`src/rtl/isa_pkg.sv`:
```
// Shared ISA definitions for the 16-bit instruction datapath: opcodes,
// opcode classification helpers and the sequencer state encoding.
package isa_pkg;

    localparam logic [3:0] OP_ADD  = 4'b0000;
    localparam logic [3:0] OP_SUB  = 4'b0001;
    localparam logic [3:0] OP_AND  = 4'b0010;
    localparam logic [3:0] OP_SLTI = 4'b0011;
    localparam logic [3:0] OP_OR   = 4'b0100;
    localparam logic [3:0] OP_XOR  = 4'b0101;
    localparam logic [3:0] OP_ANDI = 4'b0110;
    localparam logic [3:0] OP_ORI  = 4'b0111;
    localparam logic [3:0] OP_XORI = 4'b1000;
    localparam logic [3:0] OP_ADDI = 4'b1001;
    localparam logic [3:0] OP_SUBI = 4'b1010;
    localparam logic [3:0] OP_HALT = 4'b1111;

    typedef enum logic [2:0] {
        ST_IDLE   = 3'd0,
        ST_FETCH  = 3'd1,
        ST_DECODE = 3'd2,
        ST_READ   = 3'd3,
        ST_EXEC   = 3'd4,
        ST_WRITE  = 3'd5,
        ST_HALTED = 3'd6
    } state_t;

    // Immediate-form opcodes take their second operand from ir[7:4].
    function automatic logic is_imm(input logic [3:0] op);
        case (op)
            OP_SLTI, OP_ANDI, OP_ORI, OP_XORI, OP_ADDI, OP_SUBI: return 1'b1;
            default: return 1'b0;
        endcase
    endfunction

    function automatic logic is_defined(input logic [3:0] op);
        case (op)
            OP_ADD, OP_SUB, OP_AND, OP_SLTI, OP_OR, OP_XOR,
            OP_ANDI, OP_ORI, OP_XORI, OP_ADDI, OP_SUBI: return 1'b1;
            default: return 1'b0;
        endcase
    endfunction

endpackage

```
`src/rtl/instr_decoder.sv`:
```
// Combinational instruction decoder: splits an instruction word into the
// ALU controls, register addresses and halt/defined classification.
module instr_decoder
    import isa_pkg::*;
#(
    parameter logic [3:0] HALT_OP = OP_HALT
) (
    input  logic [15:0] i_instr,
    output logic [3:0]  o_alu_op,
    output logic [3:0]  o_alu_imm,
    output logic        o_alu_imm_sel,
    output logic [3:0]  o_rd_addr_a,
    output logic [3:0]  o_rd_addr_b,
    output logic [3:0]  o_wr_addr,
    output logic        o_is_halt,
    output logic        o_is_defined
);

    assign o_alu_op      = i_instr[15:12];
    assign o_wr_addr     = i_instr[11:8];
    assign o_alu_imm     = i_instr[7:4];
    assign o_rd_addr_a   = i_instr[7:4];
    assign o_rd_addr_b   = i_instr[3:0];
    assign o_alu_imm_sel = is_imm(i_instr[15:12]);
    assign o_is_halt     = (i_instr[15:12] == HALT_OP);
    assign o_is_defined  = is_defined(i_instr[15:12]);

endmodule

```
`src/rtl/instr_sequencer.sv`:
```
// PC-driven fetch/decode/read/execute/write controller for the 16-bit ALU
// datapath, with free-run and single-step modes and a terminal HALT state.
module instr_sequencer
    import isa_pkg::*;
#(
    parameter int         PC_W    = 8,
    parameter logic [3:0] HALT_OP = OP_HALT
) (
    input  logic            clk,
    input  logic            rst_n,
    input  logic            run,
    input  logic            step,
    output logic [PC_W-1:0] imem_addr,
    input  logic [15:0]     imem_rdata,
    output logic            rf_rd,
    output logic [3:0]      rf_rd_addr_a,
    output logic [3:0]      rf_rd_addr_b,
    output logic            rf_wr,
    output logic [3:0]      rf_wr_addr,
    output logic [15:0]     rf_wr_data,
    output logic [3:0]      alu_op,
    output logic [3:0]      alu_imm,
    output logic            alu_imm_sel,
    input  logic [15:0]     alu_result,
    output logic [PC_W-1:0] pc,
    output logic            busy,
    output logic            halted,
    output logic [15:0]     instr_count
);

    state_t          r_state;
    logic            r_step_mode;
    logic [PC_W-1:0] r_pc;
    logic [PC_W-1:0] r_imem_addr;
    logic [15:0]     r_ir;
    logic            r_rf_rd;
    logic [3:0]      r_rd_addr_a;
    logic [3:0]      r_rd_addr_b;
    logic            r_rf_wr;
    logic [3:0]      r_wr_addr;
    logic [15:0]     r_wr_data;
    logic [3:0]      r_alu_op;
    logic [3:0]      r_alu_imm;
    logic            r_alu_imm_sel;
    logic            r_is_defined;
    logic            r_busy;
    logic            r_halted;
    logic [15:0]     r_instr_count;

    state_t          w_next_state;
    logic            w_step_mode_next;
    logic [PC_W-1:0] w_pc_next;
    logic [15:0]     w_ir_next;
    logic [3:0]      w_dec_alu_op;
    logic [3:0]      w_dec_alu_imm;
    logic            w_dec_imm_sel;
    logic [3:0]      w_dec_rd_addr_a;
    logic [3:0]      w_dec_rd_addr_b;
    logic [3:0]      w_dec_wr_addr;
    logic            w_dec_is_halt;
    logic            w_dec_is_defined;

    // The ROM word is only valid during DECODE; otherwise ir holds the
    // current instruction so every decoded field stays stable until the
    // next fetch completes.
    assign w_ir_next = (r_state == ST_DECODE) ? imem_rdata : r_ir;

    instr_decoder #(
        .HALT_OP (HALT_OP)
    ) u_decoder (
        .i_instr       (w_ir_next),
        .o_alu_op      (w_dec_alu_op),
        .o_alu_imm     (w_dec_alu_imm),
        .o_alu_imm_sel (w_dec_imm_sel),
        .o_rd_addr_a   (w_dec_rd_addr_a),
        .o_rd_addr_b   (w_dec_rd_addr_b),
        .o_wr_addr     (w_dec_wr_addr),
        .o_is_halt     (w_dec_is_halt),
        .o_is_defined  (w_dec_is_defined)
    );

    assign w_pc_next = (r_state == ST_WRITE) ? r_pc + PC_W'(1) : r_pc;

    always_comb begin
        w_next_state     = r_state;
        w_step_mode_next = r_step_mode;
        unique case (r_state)
            ST_IDLE: begin
                if (run) begin
                    w_next_state     = ST_FETCH;
                    w_step_mode_next = 1'b0;
                end else if (step) begin
                    w_next_state     = ST_FETCH;
                    w_step_mode_next = 1'b1;
                end
            end
            ST_FETCH:  w_next_state = ST_DECODE;
            ST_DECODE: w_next_state = w_dec_is_halt ? ST_HALTED : ST_READ;
            ST_READ:   w_next_state = ST_EXEC;
            ST_EXEC:   w_next_state = ST_WRITE;
            ST_WRITE: begin
                w_next_state     = (run && !r_step_mode) ? ST_FETCH : ST_IDLE;
                w_step_mode_next = 1'b0;
            end
            ST_HALTED: w_next_state = ST_HALTED;
            default:   w_next_state = ST_IDLE;
        endcase
    end

    // Strobes and status are computed from the next state so that every
    // output is a plain register aligned with the state it belongs to.
    always_ff @(posedge clk) begin
        if (!rst_n) begin
            r_state       <= ST_IDLE;
            r_step_mode   <= 1'b0;
            r_pc          <= '0;
            r_imem_addr   <= '0;
            r_ir          <= '0;
            r_rf_rd       <= 1'b0;
            r_rd_addr_a   <= '0;
            r_rd_addr_b   <= '0;
            r_rf_wr       <= 1'b0;
            r_wr_addr     <= '0;
            r_wr_data     <= '0;
            r_alu_op      <= '0;
            r_alu_imm     <= '0;
            r_alu_imm_sel <= 1'b0;
            r_is_defined  <= 1'b0;
            r_busy        <= 1'b0;
            r_halted      <= 1'b0;
            r_instr_count <= '0;
        end else begin
            r_state       <= w_next_state;
            r_step_mode   <= w_step_mode_next;
            r_pc          <= w_pc_next;
            r_imem_addr   <= w_pc_next;
            r_ir          <= w_ir_next;
            r_rd_addr_a   <= w_dec_rd_addr_a;
            r_rd_addr_b   <= w_dec_rd_addr_b;
            r_wr_addr     <= w_dec_wr_addr;
            r_alu_op      <= w_dec_alu_op;
            r_alu_imm     <= w_dec_alu_imm;
            r_alu_imm_sel <= w_dec_imm_sel;
            r_is_defined  <= w_dec_is_defined;
            r_rf_rd       <= (w_next_state == ST_READ);
            r_rf_wr       <= (w_next_state == ST_WRITE) && r_is_defined;
            r_busy        <= (w_next_state != ST_IDLE) && (w_next_state != ST_HALTED);
            r_halted      <= (w_next_state == ST_HALTED);
            if (r_state == ST_EXEC) begin
                r_wr_data <= alu_result;
            end
            if ((r_state == ST_WRITE) && (r_instr_count != 16'hFFFF)) begin
                r_instr_count <= r_instr_count + 16'd1;
            end
        end
    end

    assign imem_addr    = r_imem_addr;
    assign pc           = r_pc;
    assign rf_rd        = r_rf_rd;
    assign rf_rd_addr_a = r_rd_addr_a;
    assign rf_rd_addr_b = r_rd_addr_b;
    // Reset asserted during WRITE must cancel the write-back immediately,
    // before the synchronous reset has a chance to clear the strobe.
    assign rf_wr        = r_rf_wr & rst_n;
    assign rf_wr_addr   = r_wr_addr;
    assign rf_wr_data   = r_wr_data;
    assign alu_op       = r_alu_op;
    assign alu_imm      = r_alu_imm;
    assign alu_imm_sel  = r_alu_imm_sel;
    assign busy         = r_busy;
    assign halted       = r_halted;
    assign instr_count  = r_instr_count;

endmodule

```
`config.mk`:
```
export PLATFORM = sky130hd
export DESIGN_NAME = instr_sequencer
export DESIGN_NICKNAME = d
export VERILOG_FILES = /design/src/rtl/isa_pkg.sv /design/src/rtl/instr_decoder.sv /design/src/rtl/instr_sequencer.sv
export SDC_FILE = /design/constraint.sdc
export NUM_CORES = 1
export LEC_CHECK = 0
export ABC_CLOCK_PERIOD_IN_PS = 1600
export CAP_MARGIN = 40
export CORE_AREA = 2 2 79 100
export CTS_CLUSTER_DIAMETER = 30
export DETAILED_ROUTE_END_ITERATION = 8
export DIE_AREA = 0 0 81 102
export GPL_TIMING_DRIVEN = 0
export PLACE_DENSITY = 0.76
export SYNTH_ARGS = -nofsm -noshare
export SYNTH_HDL_FRONTEND = slang
export SYNTH_SLANG_ARGS = --single-unit
```
`constraint.sdc`:
```
create_clock -name clk -period 1.6 [get_ports clk]
set_input_delay 0.16 -clock clk [delete_from_list [all_inputs] [get_ports clk]]
set_output_delay 0.16 -clock clk [all_outputs]
set_load 0.1 [all_outputs]
```
# Word-level counts from Yosys, hierarchy flattened
# Memory sizes are Yosys's and may differ from the RTL's. A register that Yosys moved wholly into a read port is not among the register bits.
# Cells that the tools add are included.
[word_totals]
register_bits = 81
rom_bits = 16
inputBits = 36
out_inout_bits = 73
word_cells = 59
memories = 1
[op_classes]
add_sub_neg = 2
n_eq_ne = 19
mux = 10
bitwise_logic = 1
reduce_logical = 11
[memory_table]
columns = ["name", "depth", "word_bits", "rd", "rd_clocked_by_memory_dff", "write_ports", "line", "source"]
rows = [
  ["(name not given)", 16, 1, 1, 1, 0, "isa_pkg.sv:37", "case (op)"],
]
[ops]
columns = ["cell", "n"]
rows = [
  ["$pmux W3 S7", 1],
  ["$add A16 B1 Y16 const B", 1],
  ["$eq A4 B4 Y1 const B", 4],
  ["$mux W16", 1],
  ["$ne A16 B16 Y1 const B", 1],
  ["$eq A3 B3 Y1 const B", 5],
  ["$eq A3 B2 Y1 const B", 3],
  ["$mux W3", 3],
  ["$add A8 B1 Y8 const B", 1],
  ["$eq A4 B3 Y1 const B", 2],
  ["$ne A3 B3 Y1 const B", 2],
  ["$reduce_or A6 Y1", 1],
  ["$eq A4 B2 Y1 const B", 1],
  ["$logic_and A1 B1 Y1", 4],
  ["$mux W1", 4],
  ["$eq A3 B1 Y1 const B", 1],
  ["$logic_not A3 Y1", 1],
  ["$reduce_bool A3 Y1", 1],
  ["$logic_not A1 Y1", 2],
  ["$pmux W1 S2", 1],
  ["$reduce_and A2 Y1", 1],
  ["$reduce_bool A2 Y1", 1],
  ["$and A1 B1 Y1", 1],
]

# Logic depth before layout (Yosys ltp)
# Gate-level depths: netlist of the first run.
[depth]
depth_word = 7
ltp_mapped = 6
mapped_depth_nobuf = 5

# Hierarchy
# From an unflattened synthesis of the first run, not the netlist that was laid out.
[unflattened]
hier_cells = 371
hier_area_um2 = 3479.6
[modules_own_cells]
columns = ["module", "instances", "cells_per_inst", "area_each_um2", "seq_area_each_um2"]
rows = [
  ["instr_sequencer", 1, 346, 3293.2, 1721.7],
  ["instr_decoder", 1, 25, 186.4, 0.0],
]

# Worst setup path after synthesis of the first run
# Ideal clock, no wire load.
[synth_path]
kind = "register to register"
startpoint = "register r_instr_count[0] (netlist: instr_count[0])"
endpoint = "register r_instr_count[12] (netlist: instr_count[12])"
setup_time_ps = 70
t_arrival_ps = 2440
required_ps = 1530
path_slack_ps = -911
stages_incl_launch_ff = 6
n_path_buf = 0
synth_period_minus_slack_ps = 2511
cell_sequence = "dfxtp_1 -> ha_1 -> nand2_1 -> or4_4 -> or4_1 -> a21oi_1"
[synth_between]
elab_chain_cells = 2
elab_cells_between_ends = 3
[synth_lines]
columns = ["element", "line", "source"]
rows = [
  ["start, declared", "instr_sequencer.sv:48", "logic [15:0] r_instr_count;"],
  ["start signal, assigned", "instr_sequencer.sv:153", "r_instr_count <= r_instr_count + 16'd1;"],
  ["parallel branches: the longest is 2 deep, another holds $add A16 B1 Y16", "-", ""],
]
# Parallel ways; which one is timed is not known.
# A chain may end at the register's enable or synchronous reset.

# Final worst setup path of the first run
[layout_path]
startpoint = "register r_state[1]"
endpoint = "register r_instr_count[12] (netlist: instr_count[12])"
[layout_between]
elab_chain_cells = 2
[layout_lines]
columns = ["element", "line", "source"]
rows = [
  ["start, declared", "instr_sequencer.sv:31", "state_t r_state;"],
  ["start signal, assigned", "instr_sequencer.sv:133", "r_state <= w_next_state;"],
  ["$eq A3 B3 Y1", "instr_sequencer.sv:152", "if ((r_state == ST_WRITE) && (r_instr_count != 16'hFFFF)) begin"],
  ["$logic_and A1 B1 Y1", "instr_sequencer.sv:152", ""],
]
# No other way between the ends.

==> qor.txt, run 1 <==
Dpl ws -> -1.27 ns
Final Total Pwr -> 4.37 mW
Fin. max-slew vios -> 0
TritonCTS clock tree -> yes
Post-route setup TNS -> -0.732 ns
WHS Endpoint -> instr_count[0]
Clock Path Buffers -> 2
Post-Route WL -> 10700 um
H-tree depth -> 3
Ys flop type -> dfxtp_1
Starting Density -> 39.5%
GR Overflow Total -> 0
Via density -> 5.32
Hold path startpoint -> rst_n
Non-Filler Instances -> 630
Area of the multi-input gates -> 0.00155 mm2
Global-route wire length before repair -> 16100 um
Chip Height -> 102 um
Post-synth EDFFs -> 0
I/O Buffers -> 108
Register area share after synthesis -> 46.0%
# diodes -> 0
Required time of the critical path -> 1.85 ns
Leakage dissipation -> 2.48 nW
Ys Warns -> 0
Routability Congestion -> 0.842
Final Hold Fails -> 0
Peak supply drop -> 0.793 mV
FF/Latch Area -> 0.00141 mm2
All-Layer GR Usage -> 25.1%
Design Area, Final -> 0.00583 mm2
Hold_buf cts -> 0
Initial antenna violation count -> 0
Fill count -> 421
Syn_nets -> 392
Number of global-route vias before repair -> 3387
Drt drc -> 0
Worst reg2reg endpoint -> instr_count[12]
Crit start category -> register
Die width -> 81 um
Pre-Repair DR Iteration Count -> 5
Nets@finish -> 571
Cell Count Post-Placement -> 628
Max_cap viols -> 0
Layout area overhead -> 103%
Hold Crit Depth -> 3
Largest net degree at the start of global routing -> 17
Failing checks -> negative setup slack
Slew headroom -> 59.2%
Min-delay worst type -> in -> reg
Routed vias -> 3351
Worst Tran Pin Value -> 0.611 ns
Initial DRC count -> 219
HPWL after detailed placement -> 7010 um
Count of cell types in the netlist -> 44
CTS clk-pin slew, worst paths -> 0.07 ns
Final setup fails -> 10
Outcome -> finished with violations
CP Capture Type -> register
Final Hold Slack -> 0.163 ns
CP arrival -> 2.03 ns
Skew-Pair Late Insertion Delay -> 0.33 ns
Fin crit share -> 111%
RSZ-0062 raised after global routing -> yes
# IOs -> 109
FMAX -> 0.563 GHz
# clock sinks -> 66
Cell Pwr Density -> 750 mW/mm2
Core area -> 0.00727 mm2
Worst R2R Setup Slack -> -0.18 ns
Die area -> 0.00826 mm2
Final Critical Period -> 1.78 ns
Row count -> 35
Final ANT Viol Nets -> 0
Reg2reg start -> r_state[1]
Crit Path Class -> reg -> reg
Routed WL per cell -> 17.0 um
Clock skew -> 0.00863 ns
Max FO, Critical Path -> 6
Clk root buf -> clkbuf_8
Dpl cell area -> 0.00533 mm2
Final core utilization -> 80.2%
Total CTS buffers -> 9
Ys async rst share -> 0%
Mapped Area -> 0.00287 mm2
Number of synthesized register bits -> 66
Final worst setup slack -> -0.175 ns
Layout cell share with drive strength beyond 1 -> 34.6%
Cells after synthesis -> 354
Mean Syn Cell Area -> 8.12 um2
R2R depth -> 4
-- flip-flops by register name, summed over array words and instances, names as in the netlist --
name,count
rf_rd,1
imem_addr,8
r_is_defined,1
r_step_mode,1
halted,1
rf_wr_data,16
alu_imm_sel,1
busy,1
r_ir,16
r_rf_wr,1
r_state,3
instr_count,16
-- layout make-up --
type | count | area share [%]
clock inverters | 5 | 0.451
well taps | 92 | 1.97
flip-flops and latches | 66 | 24.1
clock buffers | 11 | 2.62
inverters | 3 | 0.193
multi-input cells | 254 | 26.5
repair buffers | 173 | 40.8
plain buffers | 26 | 3.33
-- worst max-delay path: stages (launching register included) --
cell and delay, ns:
dfxtp_2 0.34, nand4b_1 0.18, or4_4 0.58, or4_4 0.46, a21oi_2 0.14
-- repair_timing --
| action | 4_1_cts | 5_1_grt |
|---|---|---|
| setup buffers | 13 | 6 |
| pin swaps | 6 | 4 |
| setup endpoints to repair | 87 | 59 |
| gates resized for setup | 86 | 63 |
-- power breakdown --
part,switching (mW),total (mW),internal [mW]
sequential,0.0732,1.77,1.69
clock,0.629,1.28,0.647
combinational,0.800,1.33,0.532
total,1.50,4.37,2.87
-- synthesized netlist by cell type, types with 5 or more instances --
cell,n,share of area [%]
nand2_1,89,12
dfxtp_1,66,46
a21oi_1,52,9.1
nor2_1,16,2.1
buf_4,12,3.1
clkbuf_1,12,1.6
mux2i_1,11,3.8
nand2b_1,10,2.2
nand3_1,7,1.2
nand4_1,7,1.5
nor3_1,7,1.2
o21ai_0,5,0.87
-- metal layers --
layer / part of all wire, % / up-vias / GRT usage (%)
met1: 37 / 1561 / 28.4
li1: - / 1576 / -
met3: 5.7 / 43 / 3.89
met5: 0 / - / 0
met4: 3.3 / 0 / 11.7
met2: 54 / 171 / 45.5
-- kinds of logic after synthesis --
kind of cell               synth area share, %
and+or+nand+nor                           26.9
AOI/OAI and AO/OA                         14.5
DFF                                       46.0
buffers and inverters                     6.14
muxes                                     3.83
xor gates and xnor gates                  1.83
adders and majority gates                0.871
-- how the worst max path moves through the flow --
stage	from	endpoint	slack, ns	cells after the start
floorplan	instr_count[1]	instr_count[12]	-0.29	5
global placement	rst_n	rf_wr	-1.65	5
detailed placement	rst_n	rf_wr	-1.27	6
CTS	instr_count[1]	instr_count[12]	-0.17	5
global route	instr_count[1]	instr_count[12]	-0.20	5
finish	r_state[1]	instr_count[12]	-0.18	4
-- placed cells by master (no fill, tap or decap), drive strengths merged, types with 2 or more instances in the layout --
master         instances
and3                   4
or3                    4
nand3                  8
clkinv                 4
a21boi                 2
xnor2                  3
or4                    4
ha                     2
buf                  114
and3b                  2
dlymetal6s2s          11
and2                   2
a21oi                 52
dfxtp                 66
inv                    4
xor2                   3
nand2b                10
o21ai                  5
a2111oi                3
nand4                  7
o31ai                  2
nor3                   7
clkdlybuf4s50         55
clkbuf                17
a211oi                 2
nand2                 89
and4                   2
dlygate4sd2           13
mux2i                 11
nor2                  16
(Power assumes the default switching activity.)
==> inputs of run 2 (changes only) <==
--- a/config.mk
+++ b/config.mk
@@ -9,6 +9,7 @@
 export CAP_MARGIN = 40
 export CORE_AREA = 2 2 79 100
 export CTS_CLUSTER_DIAMETER = 30
+export CTS_CLUSTER_SIZE = 40
 export DETAILED_ROUTE_END_ITERATION = 8
 export DIE_AREA = 0 0 81 102
 export GPL_TIMING_DRIVEN = 0
==> results of run 2 <==
Final layout, timing and power as in run 1 (identical DEF).
==> inputs of run 3 (changes only) <==
--- a/config.mk
+++ b/config.mk
@@ -7,13 +7,15 @@
 export LEC_CHECK = 0
 export ABC_CLOCK_PERIOD_IN_PS = 1600
 export CAP_MARGIN = 40
-export CORE_AREA = 2 2 79 100
+export CELL_PAD_IN_SITES_DETAIL_PLACEMENT = 1
+export CELL_PAD_IN_SITES_GLOBAL_PLACEMENT = 1
+export CORE_AREA = 2 2 94 119
 export CTS_CLUSTER_DIAMETER = 30
 export CTS_CLUSTER_SIZE = 40
 export DETAILED_ROUTE_END_ITERATION = 8
-export DIE_AREA = 0 0 81 102
+export DIE_AREA = 0 0 96 121
 export GPL_TIMING_DRIVEN = 0
-export PLACE_DENSITY = 0.76
+export PLACE_DENSITY_LB_ADDON = 0.1
 export SYNTH_ARGS = -nofsm -noshare
 export SYNTH_HDL_FRONTEND = slang
 export SYNTH_SLANG_ARGS = --single-unit
==> qor.txt, run 3 (synthesized netlist as in run 1, its figures left out) <==
Outcome -> finished with violations
Failing checks -> negative setup slack
Drt drc -> 0 (unchanged)
Largest net degree at the start of global routing -> 17 (unchanged)
Commonest non-fill, non-tap cell in the layout -> nand2_1
Hold path startpoint -> rst_n
Peak supply drop -> 0.606 mV (-24%)
Layout area overhead -> 106%
Skew-Pair Late Insertion Delay -> 0.32 ns (about the same)
CTS clk-pin slew, worst paths -> 0.06 ns (about the same)
Die width -> 96 um (+19%)
Required time of the critical path -> 1.85 ns (about the same)
Final worst setup slack -> -0.152 ns (+0.0235 ns)
Layout cell share with drive strength beyond 1 -> 33.9% (-0.67 points)
Top routing layer in use -> met4
Worst reg2reg endpoint -> instr_count[12]
Max_cap viols -> 0 (unchanged)
CP dominant cell by count -> or4_4
Hold_buf cts -> 0 (unchanged)
Routed vias -> 3186 (-4.9%)
R2R depth -> 4 (unchanged)
Fin crit share -> 109% (-1.5 points)
Final setup fails -> 3 (-7)
DRT met1 WL -> 4310 um (+9.4%)
H-tree depth -> 3 (unchanged)
HPWL after detailed placement -> 7650 um (+9.2%)
All-Layer GR Usage -> 18.7% (-6.4 points)
RSZ-0062 raised after global routing -> yes
CP Cell Sequence -> nand3_2 -> or4_4 -> or4_4 -> a21oi_2
Global-route wire length before repair -> 16900 um (+5.0%)
CP Capture Type -> register
Slew headroom -> 57.8% (-1.5 points)
Met2 wire length -> 5660 um (-2.5%)
Fin. max-slew vios -> 0 (unchanged)
Total CTS buffers -> 9 (unchanged)
Clk root buf -> clkbuf_16
Die area -> 0.0116 mm2 (+41%)
Design Area, Final -> 0.00591 mm2 (+1.4%)
Clock skew -> 0.00438 ns (-0.00424 ns)
TritonCTS clock tree -> yes
# IOs -> 109 (unchanged)
Cell Pwr Density -> 848 mW/mm2 (+13%)
Final ANT Viol Nets -> 0 (unchanged)
Min-delay worst type -> in -> reg
Chip Height -> 121 um (+19%)
Nets@finish -> 564 (-1.2%)
Pre-Repair DR Iteration Count -> 4 (-1)
Buffers plus inverters on the worst setup path -> 0 (unchanged)
Routability Congestion -> 0.770 (-8.6%)
Critical Path Slowest Stage Cell -> or4_4
GR Overflow Total -> 0 (unchanged)
Max FO, Critical Path -> 6 (unchanged)
Final Hold Fails -> 0 (unchanged)
Starting Density -> 27.5% (-12 points)
Dpl cell area -> 0.00544 mm2 (+2.1%)
Leakage dissipation -> 2.46 nW (-0.80%)
Worst R2R Setup Slack -> -0.15 ns (+0.02 ns)
I/O Buffers -> 108 (unchanged)
Post-Route WL -> 10600 um (-0.82%)
Via density -> 4.81 (-9.7%)
CP arrival -> 2.00 ns (-0.03 ns)
FMAX -> 0.571 GHz (+1.3%)
Hold Crit Depth -> 3 (unchanged)
Routed WL per cell -> 16.0 um (-5.8%)
Initial DRC count -> 79 (-64%)
# diodes -> 0 (unchanged)
Clock Path Buffers -> 2 (unchanged)
Delay-heaviest family, CP -> simple AND/OR/NAND/NOR gates
Number of global-route vias before repair -> 3392 (+0.15%)
Crit start category -> register
WHS Endpoint -> instr_count[3]
Final Critical Period -> 1.75 ns (-0.0235 ns)
Crit Path Class -> reg -> reg
Critical Path Max Stage Delay -> 0.61 ns (+0.03 ns)
Reg2reg start -> instr_count[3]
Row count -> 42 (+20%)
Final Hold Slack -> 0.159 ns (-0.00424 ns)
Core area -> 0.0105 mm2 (+44%)
Initial antenna violation count -> 0 (unchanged)
Met3 WL -> 415 um (-33%)
Worst Tran Pin Value -> 0.634 ns (+0.0222 ns)
# clock sinks -> 66 (unchanged)
Most frequent cells in the layout -> nand2_1, clkdlybuf4s50_1, a21oi_1
## run 3: changes by cell type in the layout (fill, tap and decap cells not counted), moves of 3 or more
cell / delta
buf_12: -8
buf_16: +5
buf_4: -3
buf_8: +4
dlygate4sd2_1: -7
clkbuf_8: -6
clkbuf_16: +7
## run 3: per-layer routing
layer	GRT usage, %	vias up
li1	-	1551
met1	21.9	1531
met2	32.4	84
met3	4.16	20
met4	7.41	0
met5	0	-
## run 3: stage by stage
stage	setup slack (ns)	utilization, %	setup TNS [ns]	power, mW	instances
global placement	-1.75	40.2	-34.83	2.82	594
finish	-0.152	56.5	-0.316	5.01	663
floorplan	-0.295	-	-1.83	2.51	354
global route	-0.200	56.5	-0.660	5.19	663
detailed placement	-1.34	52.0	-30.63	3.11	668
CTS	-0.163	55.1	-0.531	5.04	666
## run 3: cell type report
cell class / count / area, um2
fillers: 1127 / 4550
repair buffers: 165 / 2340
multi-input cells: 254 / 1510
flip-flops and latches: 66 / 1400
clock buffers: 12 / 267
plain buffers: 27 / 191
well taps: 132 / 165
clock inverters: 4 / 23.8
inverters: 3 / 11.3
## run 3: repair_timing
item,4_1_cts,5_1_grt
endpoints found under the setup margin,92,65
setup buffers,9,7
pin swaps,6,8
gates resized for setup,72,54
hold endpoints to repair,0,0
## run 3: worst reg2reg max path: cells and delay by family (launching register included)
| kind | cells | cell delay [ns] |
|---|---|---|
| AO/OA/AOI/OAI | 1 | 0.13 |
| flip-flops | 1 | 0.37 |
| AND/OR/NAND/NOR | 3 | 1.18 |
## run 3: worst max-delay path by stage
stage / start / end / slack [ns] / depth (start not counted)
5_1_grt: instr_count[0] / instr_count[12] / -0.20 / 5
2_1_floorplan: instr_count[1] / instr_count[12] / -0.29 / 5
3_5_place_dp: rst_n / rf_wr / -1.34 / 6
3_3_place_gp: rst_n / rf_wr / -1.75 / 5
6_report: instr_count[3] / instr_count[12] / -0.15 / 4
4_1_cts: instr_count[1] / instr_count[12] / -0.16 / 5
## run 3: power breakdown
group          leakage, nW  internal (mW)  switching, mW
logic                 1.76          0.545          0.796
registers            0.554           1.69         0.0774
clock network        0.145           1.17          0.729
